File: config.mk
export PLATFORM = sky130hd
export DESIGN_NAME = angular_filter_sum
export DESIGN_NICKNAME = d
export VERILOG_FILES = /design/src/rtl/angular_filter_sum.sv
export SDC_FILE = /design/constraint.sdc
export NUM_CORES = 1
export LEC_CHECK = 0
export BUFFER_PORTS_ARGS = -buffer_cell sky130_fd_sc_hd__buf_4
export CAP_MARGIN = 10
export CORE_MARGIN = 4
export CORE_UTILIZATION = 50
export CTS_CLUSTER_SIZE = 24
export DETAILED_ROUTE_END_ITERATION = 10
export PLACE_DENSITY = 0.74
export SYNTH_ARGS = -nofsm -noshare
export SYNTH_HDL_FRONTEND = slang
export SYNTH_SLANG_ARGS = --single-unit
File: constraint.sdc
create_clock -name clk -period 2.4 [get_ports clk]
set_input_delay 0.48 -clock clk [delete_from_list [all_inputs] [get_ports clk]]
set_output_delay 0.48 -clock clk [all_outputs]
set_load 0.1 [all_outputs]
File: src/rtl/angular_filter_sum.sv
// 4-tap signed accumulate, round (+32 >>> 6) and clip for the intra angular predictor; 3-cycle latency, 1 sample/cycle.
// Global stall: in_ready = !out_valid || out_ready. Optional clip_count output under ANGFILT_CLIP_STAT_EN.
module angular_filter_sum #(
    parameter int BIT_DEPTH = 8,
    parameter int IDX_W     = 6
) (
    input  logic                 clk,
    input  logic                 rst_n,
    input  logic                 in_valid,
    output logic                 in_ready,
    input  logic [15:0]          in_p0,
    input  logic [15:0]          in_p1,
    input  logic [15:0]          in_p2,
    input  logic [15:0]          in_p3,
    input  logic [3:0]           in_neg,
    input  logic                 in_last,
    output logic                 out_valid,
    input  logic                 out_ready,
    output logic [BIT_DEPTH-1:0] out_sample,
    output logic                 out_last,
    output logic [IDX_W-1:0]     out_idx,
    output logic [15:0]          blk_count
`ifdef ANGFILT_CLIP_STAT_EN
    ,
    output logic [15:0]          clip_count
`endif
);

    localparam logic signed [17:0] MAX_Q = 18'((1 << BIT_DEPTH) - 1);

    logic                  adv;
    logic                  hs;
    logic                  s1_vld, s2_vld, s3_vld;
    logic                  s1_last, s2_last, s3_last;
    logic signed [17:0]    s1_t01, s1_t23, s2_sum, s3_q;
    logic [BIT_DEPTH-1:0]  clip_sample;

    function automatic logic signed [17:0] signed_tap(input logic [15:0] p, input logic neg);
        logic signed [17:0] ext;
        ext = {{2{p[15]}}, p};
        return neg ? -ext : ext;
    endfunction

    assign adv      = !out_valid || out_ready;
    assign in_ready = adv;
    assign hs       = out_valid && out_ready;

    always_comb begin
        clip_sample = s3_q[BIT_DEPTH-1:0];
        if (s3_q < 0)
            clip_sample = '0;
        else if (s3_q > MAX_Q)
            clip_sample = '1;
    end

    // Every stage moves in lockstep with the output register; bubbles are never collapsed.
    always_ff @(posedge clk or negedge rst_n) begin
        if (!rst_n) begin
            s1_vld     <= 1'b0;
            s2_vld     <= 1'b0;
            s3_vld     <= 1'b0;
            out_valid  <= 1'b0;
            s1_last    <= 1'b0;
            s2_last    <= 1'b0;
            s3_last    <= 1'b0;
            out_last   <= 1'b0;
            s1_t01     <= '0;
            s1_t23     <= '0;
            s2_sum     <= '0;
            s3_q       <= '0;
            out_sample <= '0;
        end else if (adv) begin
            s1_vld     <= in_valid;
            s1_last    <= in_last;
            s1_t01     <= signed_tap(in_p0, in_neg[0]) + signed_tap(in_p1, in_neg[1]);
            s1_t23     <= signed_tap(in_p2, in_neg[2]) + signed_tap(in_p3, in_neg[3]);
            s2_vld     <= s1_vld;
            s2_last    <= s1_last;
            s2_sum     <= s1_t01 + s1_t23 + 18'sd32;
            s3_vld     <= s2_vld;
            s3_last    <= s2_last;
            s3_q       <= s2_sum >>> 6;
            out_valid  <= s3_vld;
            out_last   <= s3_last;
            out_sample <= clip_sample;
        end
    end

    // Block bookkeeping is driven purely by the output handshake.
    always_ff @(posedge clk or negedge rst_n) begin
        if (!rst_n) begin
            out_idx   <= '0;
            blk_count <= '0;
        end else if (hs) begin
            out_idx <= out_last ? '0 : out_idx + 1'b1;
            if (out_last)
                blk_count <= blk_count + 16'd1;
        end
    end

`ifdef ANGFILT_CLIP_STAT_EN
    logic out_clip;

    always_ff @(posedge clk or negedge rst_n) begin
        if (!rst_n) begin
            out_clip   <= 1'b0;
            clip_count <= '0;
        end else begin
            if (adv)
                out_clip <= (s3_q < 0) || (s3_q > MAX_Q);
            if (hs && out_clip && clip_count != 16'hFFFF)
                clip_count <= clip_count + 16'd1;
        end
    end
`endif

endmodule

; After elaboration in Yosys (flattened, before gate mapping)
; Index checks and enable logic that the tools add are counted.
[totals]
out_inout_bits = 33
regBits = 104
elab_cells = 38
[classes]
reduce_logical = 4
mux = 7
addsub = 10
order_cmp = 2
[ops]
columns = operator, n
row1 = $mux 18, 4
row2 = $neg 16->18, 4
row3 = $add 18x18->18, 3
row4 = $add 18x7->18 const B, 1
row5 = $add 16x1->16 const B, 1
row6 = $mux 8, 2
row7 = $gt 12x9->1 const B, 1
row8 = $lt 12x1->1 const B, 1
row9 = $add 6x1->6 const B, 1
row10 = $mux 6, 1
row11 = $reduce_and 2->1, 1
row12 = $logic_and 1x1->1, 1
row13 = $logic_not 1->1, 1
row14 = $logic_or 1x1->1, 1

; Longest topological paths before layout
; Gate-level depths: netlist of the first run.
[logic_depth]
word_depth = 3
mapped_depth = 16
depth_no_buf = 15

; Worst setup path before layout of the first run
; No wires, ideal clock.
[synth_timing]
kind = input to register
from = in in_p2[1]
to = reg s1_t23[16]
path_buffers = 1
setup_time_ps = 95
path_slack_ps = -986
arrival_time_ps = 3290
path_stages = 15
required_ps = 2305
path_cell_list = inv_1 > ha_1 > nand2_1 > or3_1 > or2_2 > o41ai_1 > xnor2_1 > ha_1 > clkbuf_1 > and4_1 > nand2_1 > a211oi_1 > o211ai_1 > and3_1 > o31ai_1
[synth_via]
elab_chain_cells = 3
[synth_lines]
columns = item, line
row1 = start: declaration, 13  ; input logic [15:0] in_p2,
row2 = $neg 16->18, 41  ; return neg ? -ext : ext;
row3 = $mux 18 *, 41
row4 = $add 18x18->18 *, 76  ; s1_t23 <= signed_tap(in_p2, in_neg[2]) + signed_tap(in_p3, in_neg[3]);
row5 = end signal: assignment, 76
row6 = end: declaration, 35  ; logic signed [17:0] s1_t01, s1_t23, s2_sum, s3_q;
; Every way passes the cells marked *; elsewhere a longest branch is shown, timed or not.
; A chain may end at the register's enable or synchronous reset.

; Worst setup path after layout of the first run
[layout_timing]
from = in in_p2[3]
to = reg s1_t23[15]
; The elaborated chain is that of the path after synthesis.

==> results.txt, run 1 <==
status: finished with violations
failing checks: negative setup slack
Final Max Slew Viols: 0
total wire length: 20.6 mm
register area share after synthesis: 0.329
most common cell after layout, fill and taps aside: buf_4
actual slew at the worst max-slew pin: 0.510 ns
Max Clock Freq: 0.316 GHz
clk buf depth: 2
initial antenna violation count: 0
crit path cell chain: buf_6, or4_4, or4_4, o31ai_4, xnor2_1, ha_1, buf_4, buf_6, nand2_4, o21ai_2, a21oi_2, o21a_2, o21bai_1, xnor2_1, a21oi_1
setup ws final: -0.762 ns
Initial Util: 0.511
syn_nets: 1,016
Remaining Overflow, GRT: 0
io pins: 106
Rows: 44
nets: 1,301
Wirelength per Cell: 15.3 µm
leakage: 5.20 nW
total negative slack: -13.50 ns
Post-DRT Antenna Nets: 0
Final setup viols: 32
Hold WC Path Type: input port to async pin
ys async rst share: 1.00
Main synth FF type: dfrtp_1
number of antenna diodes: 0
clock root buffer: clkbuf_16
synthesized instance count: 870
CP Capture Type: flip-flop
CORE AREA: 0.0146 mm²
Via density: 5.61
worst clock skew: 0.00791 ns
die span in y: 130 µm
global-route wire length before repair: 31.2 mm
Pwr Density: 1170 mW/mm²
number of fill cells in the layout: 969
Reg clk slew, reported paths: 0.07 ns
Max stage delay cell, worst path: or4_4
Worst VDD drop: 0.841 mV
CTS H-tree depth: 3
clk_lat worst skew: 0.35 ns
total of flip-flops plus latches after synthesis: 98
syn avg cell area: 8.57 µm²
Max Cap Viol: 0
I/O Buffers: 105
commonest cells after routing, fill and taps aside: 267 x buf_4, 134 x nand2_1, 96 x dfrtp_1
Crit Path Max Fanout: 5
worst path required time: 2.63 ns
area delta synth->final: 48.5%
final worst path period share: 1.32
Final min period: 3.16 ns
TritonRoute pass-1 iters: 5
HPWL after DPL: 13.6 mm
# DRC: 0
vias in the first global route: 7,066
Critical Path Max Stage Delay: 0.52 ns
pre-CTS WS: -1.14 ns
fin util: 0.759
clock sink total: 98
ratio of cells with drive above 1 in the final layout: 0.386
RSZ-0062 raised after global routing: yes
Pwr Total: 13.0 mW
Die W: 130 µm
largest net degree at the start of global routing: 80
GRT Total Usage: 0.222
Min Hold Slack: 0.0909 ns
synthesized area: 0.00746 mm²
max_slew headroom: 0.657
Post-synth EDFFs: 0
GPL Wtd Cong: 0.863
crit start category: input port
die area: 0.0169 mm²
CTS tree: yes
CTS Buf Count: 9
Critical Path AT: 3.39 ns
DR iter-0 viols: 430
Unique masters post-synth: 56
CP Class: input port to flip-flop
total number of vias: 7,534
synth warn: 0
Final Hold Vio Count: 0
[final timing paths]
kind,to,startpoint,slack (ns),cells after the start
worst min register to register,s3_vld,s3_vld,0.46,2
max in group asynchronous,s1_t23[11],rst_n,1.68,2
worst min-delay path,out_idx[4],rst_n,0.09,1
min in group clk,s1_last,in_last,0.33,3
worst max register to register,s2_sum[14],s1_t01[2],-0.30,9
worst max-delay path,s1_t23[15],in_p2[3],-0.76,15
[area by class of cell]
class / instances / area, µm² / share of cell area
repair buffers: 304 / 2460 / 0.222
clock buffers: 9 / 225 / 0.0203
multi-input cells: 712 / 5490 / 0.496
inverters: 30 / 133 / 0.0120
well taps: 184 / 230 / 0.0208
flip-flops and latches: 98 / 2450 / 0.222
clock inverters: 7 / 72.6 / 0.00655
[registers in the layout, indices dropped and copies added, names as in the netlist, 6 cells and up]
register and count:
blk_count 16, out_sample 8, s1_t23 18, s1_t01 18, out_idx 6, s2_sum 12
s3_q 12
[cell usage after synthesis (all sizes together), types with 5 or more instances]
library cell | count | area, µm²
nand2 | 141 | 529
dfrtp | 98 | 2450
xnor2 | 89 | 780
ha | 71 | 888
nor2 | 63 | 236
o21ai | 57 | 289
a21oi | 54 | 270
o31ai | 35 | 282
inv | 30 | 113
clkbuf | 24 | 90.1
a21o | 21 | 158
xor2 | 20 | 175
nand3 | 16 | 80.1
or4 | 14 | 113
nand2b | 13 | 81.3
nor3 | 11 | 55.1
o21a | 9 | 67.6
a211oi | 8 | 60.1
a31oi | 7 | 43.8
o41ai | 7 | 61.3
and3 | 6 | 37.5
buf | 6 | 22.5
nand4 | 6 | 37.5
nor2b | 6 | 37.5
and4 | 5 | 43.8
nor4 | 5 | 31.3
or2 | 5 | 31.3
[per-layer routing]
metal  track usage  vias up  part of all wire
met2         0.398      193              0.52
met3        0.0368       59             0.042
li1              -     3678                 -
met4        0.0697        0             0.028
met1         0.273     3604              0.41
met5             0        -                 0
[where the power goes]
part           internal (mW)  total (mW)  leakage (nW)  switching [mW]
combinational           3.77        8.62          3.88            4.85
sequential              2.40        2.92          1.18           0.523
clock                  0.731        1.41         0.142           0.677
[repair_timing]
action,in CTS,in global routing
hold buffers,0,0
setup buffers,21,17
endpoints found under the setup margin,32,34
gates resized for setup,80,76
endpoints found under the hold margin,0,0
pin swaps,63,65
[worst max-delay path, delay by kind of cell]
family          cells  cell delay (ns)
simple gates        3             1.09
compound gates      6             0.82
buf+inv             3             0.37
xor+xnor            2             0.36
fa+ha+maj           1             0.27
[per-stage QoR]
step | instance area, µm² | cells
after floorplan | 7690 | 870
after global placement | 9860 | 1296
after detailed placement | 9860 | 1296
after CTS | 10700 | 1332
after global routing | 11100 | 1344
final | 11100 | 1344
[cells by family (layout without fill, tap and decap cells)]
| family | after synthesis | in the layout | synth area share |
|---|---|---|---|
| simple gates | 300 | 300 | 0.185 |
| compound gates | 224 | 224 | 0.195 |
| xor+xnor | 109 | 109 | 0.128 |
| flops | 98 | 98 | 0.329 |
| fa+ha+maj | 73 | 73 | 0.124 |
| buf+inv | 60 | 350 | 0.0302 |
| mux | 6 | 6 | 0.00856 |
(Power assumes the default switching activity.)
==> run 2: changes to the inputs <==
--- a/config.mk
+++ b/config.mk
@@ -7,7 +7,6 @@
 export LEC_CHECK = 0
 export BUFFER_PORTS_ARGS = -buffer_cell sky130_fd_sc_hd__buf_4
 export CAP_MARGIN = 10
-export CORE_MARGIN = 4
 export CORE_UTILIZATION = 50
 export CTS_CLUSTER_SIZE = 24
 export DETAILED_ROUTE_END_ITERATION = 10
==> constraint.sdc (replaced) <==
create_clock -name clk -period 2.5 [get_ports clk]
set_input_delay 0.5 -clock clk [delete_from_list [all_inputs] [get_ports clk]]
set_output_delay 0.5 -clock clk [all_outputs]
set_load 0.1 [all_outputs]
==> run 2 against run 1 <==
  * The run still ends with negative setup slack left
  * Cell count fell by 0.74%
  * Worst hold slack got worse by 0.073 ns
  * Routed wire length fell by 7.6%
  * Sequential share of layout area rose by 0.47 points
  * Sequential power fell by 5%
  * Critical path depth fell by 3
  * Clock power fell by 4%
  * Register-to-register slack improved by 0.10 ns
  * First-iteration DRC count fell by 18%
  * Worst setup slack improved by 0.091 ns
  * Via count fell by 2.4%
  * Critical endpoint is now s1_t23[16]
  * Largest cell class unchanged
==> results.txt, run 2 (same netlist as run 1, synthesis figures left out) <==
status: finished with violations (unchanged)
failing checks: negative setup slack (unchanged)
Remaining Overflow, GRT: 0 (unchanged)
Worst Reg2Reg Path Length in Cells: 10 (was 9)
CTS tree: yes (unchanged)
setup ws final: -0.671 ns (was -0.762 ns)
CTS H-tree depth: 3 (unchanged)
CORE AREA: 0.0145 mm² (was 0.0146 mm²)
CP Class: input port to flip-flop (unchanged)
Final setup viols: 27 (was 32)
RSZ-0062 raised after global routing: yes (unchanged)
Crit Path Max Fanout: 5 (unchanged)
met2 GRT Util: 0.438 (was 0.398)
final worst path period share: 1.27
global-route wire length before repair: 29.9 mm (was 31.2 mm)
DR iter-0 viols: 354 (was 430)
placed insts: 1,296 (unchanged)
Rows: 44 (unchanged)
die span in y: 124 µm (was 130 µm)
GPL Wtd Cong: 0.874 (was 0.863)
Wirelength per Cell: 14.2 µm (was 15.3 µm)
Pwr Total: 12.4 mW (was 13.0 mW)
most common cell after layout, fill and taps aside: buf_4 (unchanged)
Max Cap Viol: 0 (unchanged)
largest net degree at the start of global routing: 80 (unchanged)
CP Capture Type: flip-flop (unchanged)
CTS Buf Count: 9 (unchanged)
ratio of cells with drive above 1 in the final layout: 0.366 (was 0.386)
Initial Util: 0.513 (was 0.511)
worst clock skew: 0.00752 ns (was 0.00791 ns)
Largest regs: s1_t01 (18), s1_t23 (18), blk_count (16) (unchanged)
commonest cells after routing, fill and taps aside: 268 x buf_4, 133 x nand2_1, 97 x dfrtp_1 (was 267 x buf_4, 134 x nand2_1, 96 x dfrtp_1)
Max Clock Freq: 0.315 GHz
HPWL after DPL: 13.5 mm (was 13.6 mm)
leakage: 5.12 nW (was 5.20 nW)
Reg clk slew, reported paths: 0.07 ns (about the same)
Critical Path AT: 3.43 ns (was 3.39 ns)
number of antenna diodes: 0 (unchanged)
clock root buffer: clkbuf_16 (unchanged)
# DRC: 0 (unchanged)
grt met1 use: 0.293 (was 0.273)
io pins: 106 (unchanged)
Cell Area, Placed: 0.00983 mm² (was 0.00986 mm²)
reg-to-reg critical path startpoint: s1_t01[4] (was s1_t01[2])
total wire length: 19.0 mm (was 20.6 mm)
GRT Total Usage: 0.241 (was 0.222)
Worst VDD drop: 1.00 mV (was 0.841 mV)
Die W: 124 µm (was 130 µm)
pre-CTS WS: -0.950 ns (was -1.14 ns)
R2R Path End: s2_sum[16] (was s2_sum[14])
fin util: 0.746 (was 0.759)
I/O Buffers: 105 (unchanged)
total number of vias: 7,352 (was 7,534)
Final Non-Filler Cells: 1,334 (was 1,344)
die area: 0.0154 mm² (was 0.0169 mm²)
Pwr Density: 1140 mW/mm² (was 1170 mW/mm²)
Final Hold Vio Count: 0 (unchanged)
R2R setup slack: -0.20 ns (was -0.30 ns)
max_slew headroom: 0.680 (was 0.657)
vias in the first global route: 6,946 (was 7,066)
M3 GR Usage: 0.0375 (was 0.0368)
area delta synth->final: 45.3% (was 48.5%)
clock sink total: 98 (unchanged)
Final Max Slew Viols: 0 (unchanged)
actual slew at the worst max-slew pin: 0.476 ns (was 0.510 ns)
clk_lat worst skew: 0.35 ns (about the same)
Final min period: 3.17 ns
TritonRoute pass-1 iters: 5 (unchanged)
Min Hold Slack: 0.0175 ns (was 0.0909 ns)
design area: 0.0108 mm² (was 0.0111 mm²)
worst path required time: 2.76 ns (was 2.63 ns)
crit start category: input port (unchanged)
Post-DRT Antenna Nets: 0 (unchanged)
clk buf depth: 2 (unchanged)
initial antenna violation count: 0 (unchanged)
nets: 1,291 (was 1,301)
Hold WC Path Type: input port to async pin (unchanged)
Via density: 5.51 (was 5.61)
total negative slack: -9.54 ns (was -13.50 ns)
gr busiest metal: met2 (unchanged)
run 2: cell count changes in the layout (fill, tap and decap cells not counted), sizes merged:
cell,before,now
buf,304,294
clkinv,4,3
clkinvlp,1,0
inv,32,34
run 2: worst max path at each step:
stage              from         end  slack, ns  cells past startpoint
2_1_floorplan  in_p0[3]  s1_t01[14]      -0.73                     11
3_3_place_gp   in_p0[3]  s1_t01[16]      -0.89                     12
3_5_place_dp   in_p2[1]  s1_t23[16]      -0.95                     15
4_1_cts        in_p0[3]  s1_t01[14]      -0.56                     12
5_1_grt        in_p2[1]  s1_t23[16]      -0.78                     12
6_report       in_p2[1]  s1_t23[16]      -0.67                     12
run 2: timing repair:
action,CTS,global route
hold buffers,0,0
setup buffers,16,7
gates resized for setup,57,65
gates cloned,0,0
endpoints found under the setup margin,28,33
hold endpoints to repair,0,0
pin swaps,57,65
run 2: per-layer routing:
layer	routed length, µm	part of all wire
met2	10000	0.53
met4	246	0.013
met3	550	0.029
met5	0	0
met1	8160	0.43
run 2: layout make-up:
class                   count  area (µm²)
inverters                  30         128
fillers                  1017        3690
clock buffers               9         225
flip-flops and latches     98        2450
multi-input cells         712        5380
well taps                 184         230
clock inverters             7        66.3
repair buffers            294        2350
run 2: worst max-delay path, stage by stage:
cell      delay, ns
buf_12         0.11
or4_4          0.52
or4_4          0.49
o31ai_4        0.21
xnor2_1        0.09
ha_1           0.37
and4_4         0.27
nand2_4        0.06
a211oi_4       0.25
o211ai_1       0.16
and3_1         0.21
o31ai_1        0.18
run 2: report_power, final:
group / switching (mW) / total [mW] / internal, mW
clock network: 0.645 / 1.35 / 0.701
registers: 0.476 / 2.78 / 2.30
logic: 4.60 / 8.28 / 3.68
==> run 3: changes to the inputs <==
--- a/config.mk
+++ b/config.mk
@@ -11,6 +11,7 @@
 export CTS_CLUSTER_SIZE = 24
 export DETAILED_ROUTE_END_ITERATION = 10
 export PLACE_DENSITY = 0.74
+export RECOVER_POWER = 100
 export SYNTH_ARGS = -nofsm -noshare
 export SYNTH_HDL_FRONTEND = slang
 export SYNTH_SLANG_ARGS = --single-unit
==> run 3 against run 2 <==
  * The run still ends with negative setup slack left
  * First-iteration DRC count grew 4.5%
  * Sequential share of layout area increased by 0.38 points
  * Via count is 0.18% lower
  * Critical path type unchanged
==> results.txt, run 3 (same netlist as run 1, synthesis figures left out) <==
die span in y: 124 µm (unchanged)
R2R setup slack: -0.22 ns (was -0.20 ns)
count of buffer and inverter cells on the critical path: 1 (unchanged)
clock power share: 0.110 (was 0.109)
clk buf depth: 2 (unchanged)
GPL Wtd Cong: 0.874 (unchanged)
Max Cap Viol: 0 (unchanged)
Critical Path Source: in_p2[1] (unchanged)
placed insts: 1,296 (unchanged)
I/O Buffers: 105 (unchanged)
Worst VDD drop: 1.01 mV (was 1.00 mV)
Final min period: 3.17 ns (about the same)
Via density: 5.50 (was 5.51)
max_slew headroom: 0.224 (was 0.680)
Final setup viols: 30 (was 27)
Max stage delay cell, worst path: or4_4 (unchanged)
CTS Buf Count: 9 (unchanged)
Rows: 44 (unchanged)
total number of vias: 7,339 (was 7,352)
total wire length: 19.1 mm (was 19.0 mm)
Critical Path AT: 3.43 ns (about the same)
design area: 0.0107 mm² (was 0.0108 mm²)
Most common cell on crit path: or4_4 (unchanged)
Remaining Overflow, GRT: 0 (unchanged)
setup ws final: -0.672 ns (was -0.671 ns)
leakage: 4.97 nW (was 5.12 nW)
# DRC: 0 (unchanged)
initial antenna violation count: 0 (unchanged)
nets: 1,291 (unchanged)
crit start category: input port (unchanged)
Hold Buf Count CTS: 0 (unchanged)
CORE AREA: 0.0145 mm² (unchanged)
Crit Path Max Fanout: 5 (unchanged)
CTS H-tree depth: 3 (unchanged)
Wirelength per Cell: 14.3 µm (was 14.2 µm)
CTS tree: yes (unchanged)
actual slew at the worst max-slew pin: 1.17 ns (was 0.476 ns)
Post-DRT Antenna Nets: 0 (unchanged)
global-route wire length before repair: 29.9 mm (unchanged)
Max Clock Freq: 0.315 GHz (about the same)
RSZ-0062 raised after global routing: yes (unchanged)
commonest cells after routing, fill and taps aside: 228 x buf_4, 133 x nand2_1, 97 x dfrtp_1 (was 268 x buf_4, 133 x nand2_1, 97 x dfrtp_1)
Worst path top cell family by delay: simple AND/OR/NAND/NOR gates (unchanged)
Final Hold Vio Count: 0 (unchanged)
Final Max Slew Viols: 0 (unchanged)
clock root buffer: clkbuf_16 (unchanged)
switching share of power: 0.468 (was 0.462)
area delta synth->final: 42.9% (was 45.3%)
Cell Area, Placed: 0.00983 mm² (unchanged)
status: finished with violations (unchanged)
Hold WC Path Type: input port to async pin (unchanged)
io pins: 106 (unchanged)
switching pwr: 5.73 mW (about the same)
Largest regs: s1_t01 (18), s1_t23 (18), blk_count (16) (unchanged)
combinational share of power: 0.663 (was 0.668)
CP Class: input port to flip-flop (unchanged)
worst clock skew: 0.00961 ns (was 0.00752 ns)
Sequential Power Share: 0.227 (was 0.224)
ratio of cells with drive above 1 in the final layout: 0.336 (was 0.366)
die area: 0.0154 mm² (unchanged)
final worst path period share: 1.27 (about the same)
GRT Total Usage: 0.241 (unchanged)
clock sink total: 98 (unchanged)
pre-CTS WS: -0.950 ns (unchanged)
most common cell after layout, fill and taps aside: buf_4 (unchanged)
Critical Path Max Stage Delay: 0.52 ns (about the same)
Pwr Total: 12.2 mW (was 12.4 mW)
Pwr Density: 1150 mW/mm² (was 1140 mW/mm²)
worst path required time: 2.76 ns (about the same)
failing checks: negative setup slack (unchanged)
reg-to-reg critical path startpoint: s1_t01[4] (unchanged)
DR iter-0 viols: 370 (was 354)
cell internal pwr: 6.51 mW (was 6.68 mW)
Initial Util: 0.513 (unchanged)
Reg clk slew, reported paths: 0.07 ns (about the same)
number of antenna diodes: 0 (unchanged)
Die W: 124 µm (unchanged)
Final Non-Filler Cells: 1,334 (unchanged)
largest net degree at the start of global routing: 80 (unchanged)
CP Capture Type: flip-flop (unchanged)
clk_lat worst skew: 0.35 ns (about the same)
crit path cell chain: buf_12, or4_4, or4_4, o31ai_4, xnor2_1, ha_1, and4_4, nand2_4, a211oi_4, o211ai_1, and3_1, o31ai_1 (unchanged)
HPWL after DPL: 13.5 mm (unchanged)
TritonRoute pass-1 iters: 5 (unchanged)
vias in the first global route: 6,946 (unchanged)
## run 3: worst reg2reg max path: cells and delay by family (launching register included)
family | cells | cell delay (ns)
AOI/OAI and AO/OA | 5 | 1.08
DFF | 1 | 0.40
and+or+nand+nor | 2 | 0.37
buffers and inverters | 1 | 0.14
adders and majority gates | 2 | 0.60
## run 3: power groups by stage
stage / clock [mW] / sequential [mW] / combinational, mW
final: 1.35 / 2.78 / 8.12
after global routing: 1.43 / 2.86 / 8.76
after CTS: 1.37 / 2.77 / 7.47
after detailed placement: 0 / 2.80 / 6.91
after global placement: 0 / 2.78 / 6.74
after floorplan: 0 / 3.71 / 3.91
## run 3: timing repair
item                                    in CTS  in global routing
buffers inserted                            16                  7
endpoints found under the setup margin      28                 33
pin swaps                                   57                 65
resized for setup                           57                 65
## run 3: layout make-up
type,count,area [µm²]
flip-flops and latches,98,2450
multi-input cells,712,5370
clock buffers,9,225
well taps,184,230
repair buffers,294,2190
clock inverters,7,66.3
fillers,1051,3870
inverters,30,128
## run 3: final timing paths
check	cells past startpoint	end
min reg2reg	1	out_valid
max	12	s1_t23[16]
max reg2reg	10	s2_sum[16]
min	1	s3_q[5]
min in group clk	3	s1_last
max in group asynchronous	2	s1_t23[17]
## run 3: through the flow
| stage | TNS [ns] | util | hold slack, ns |
|---|---|---|---|
| 2_1_floorplan | -10.22 | - | 0.204 |
| 3_3_place_gp | -16.24 | 0.677 | 0.388 |
| 3_5_place_dp | -17.67 | 0.677 | 0.390 |
| 4_1_cts | -8.77 | 0.724 | 0.0185 |
| 5_1_grt | -13.37 | 0.733 | 0.346 |
| 6_report | -9.92 | 0.733 | 0.272 |
## run 3: metal layers
| layer | global-route usage | vias to the layer above | wire, µm |
|---|---|---|---|
| met1 | 0.293 | 3516 | 8210 |
| met4 | 0.0670 | 0 | 269 |
| li1 | - | 3655 | - |
| met5 | 0 | - | 0 |
| met2 | 0.438 | 141 | 10000 |
| met3 | 0.0375 | 27 | 583 |
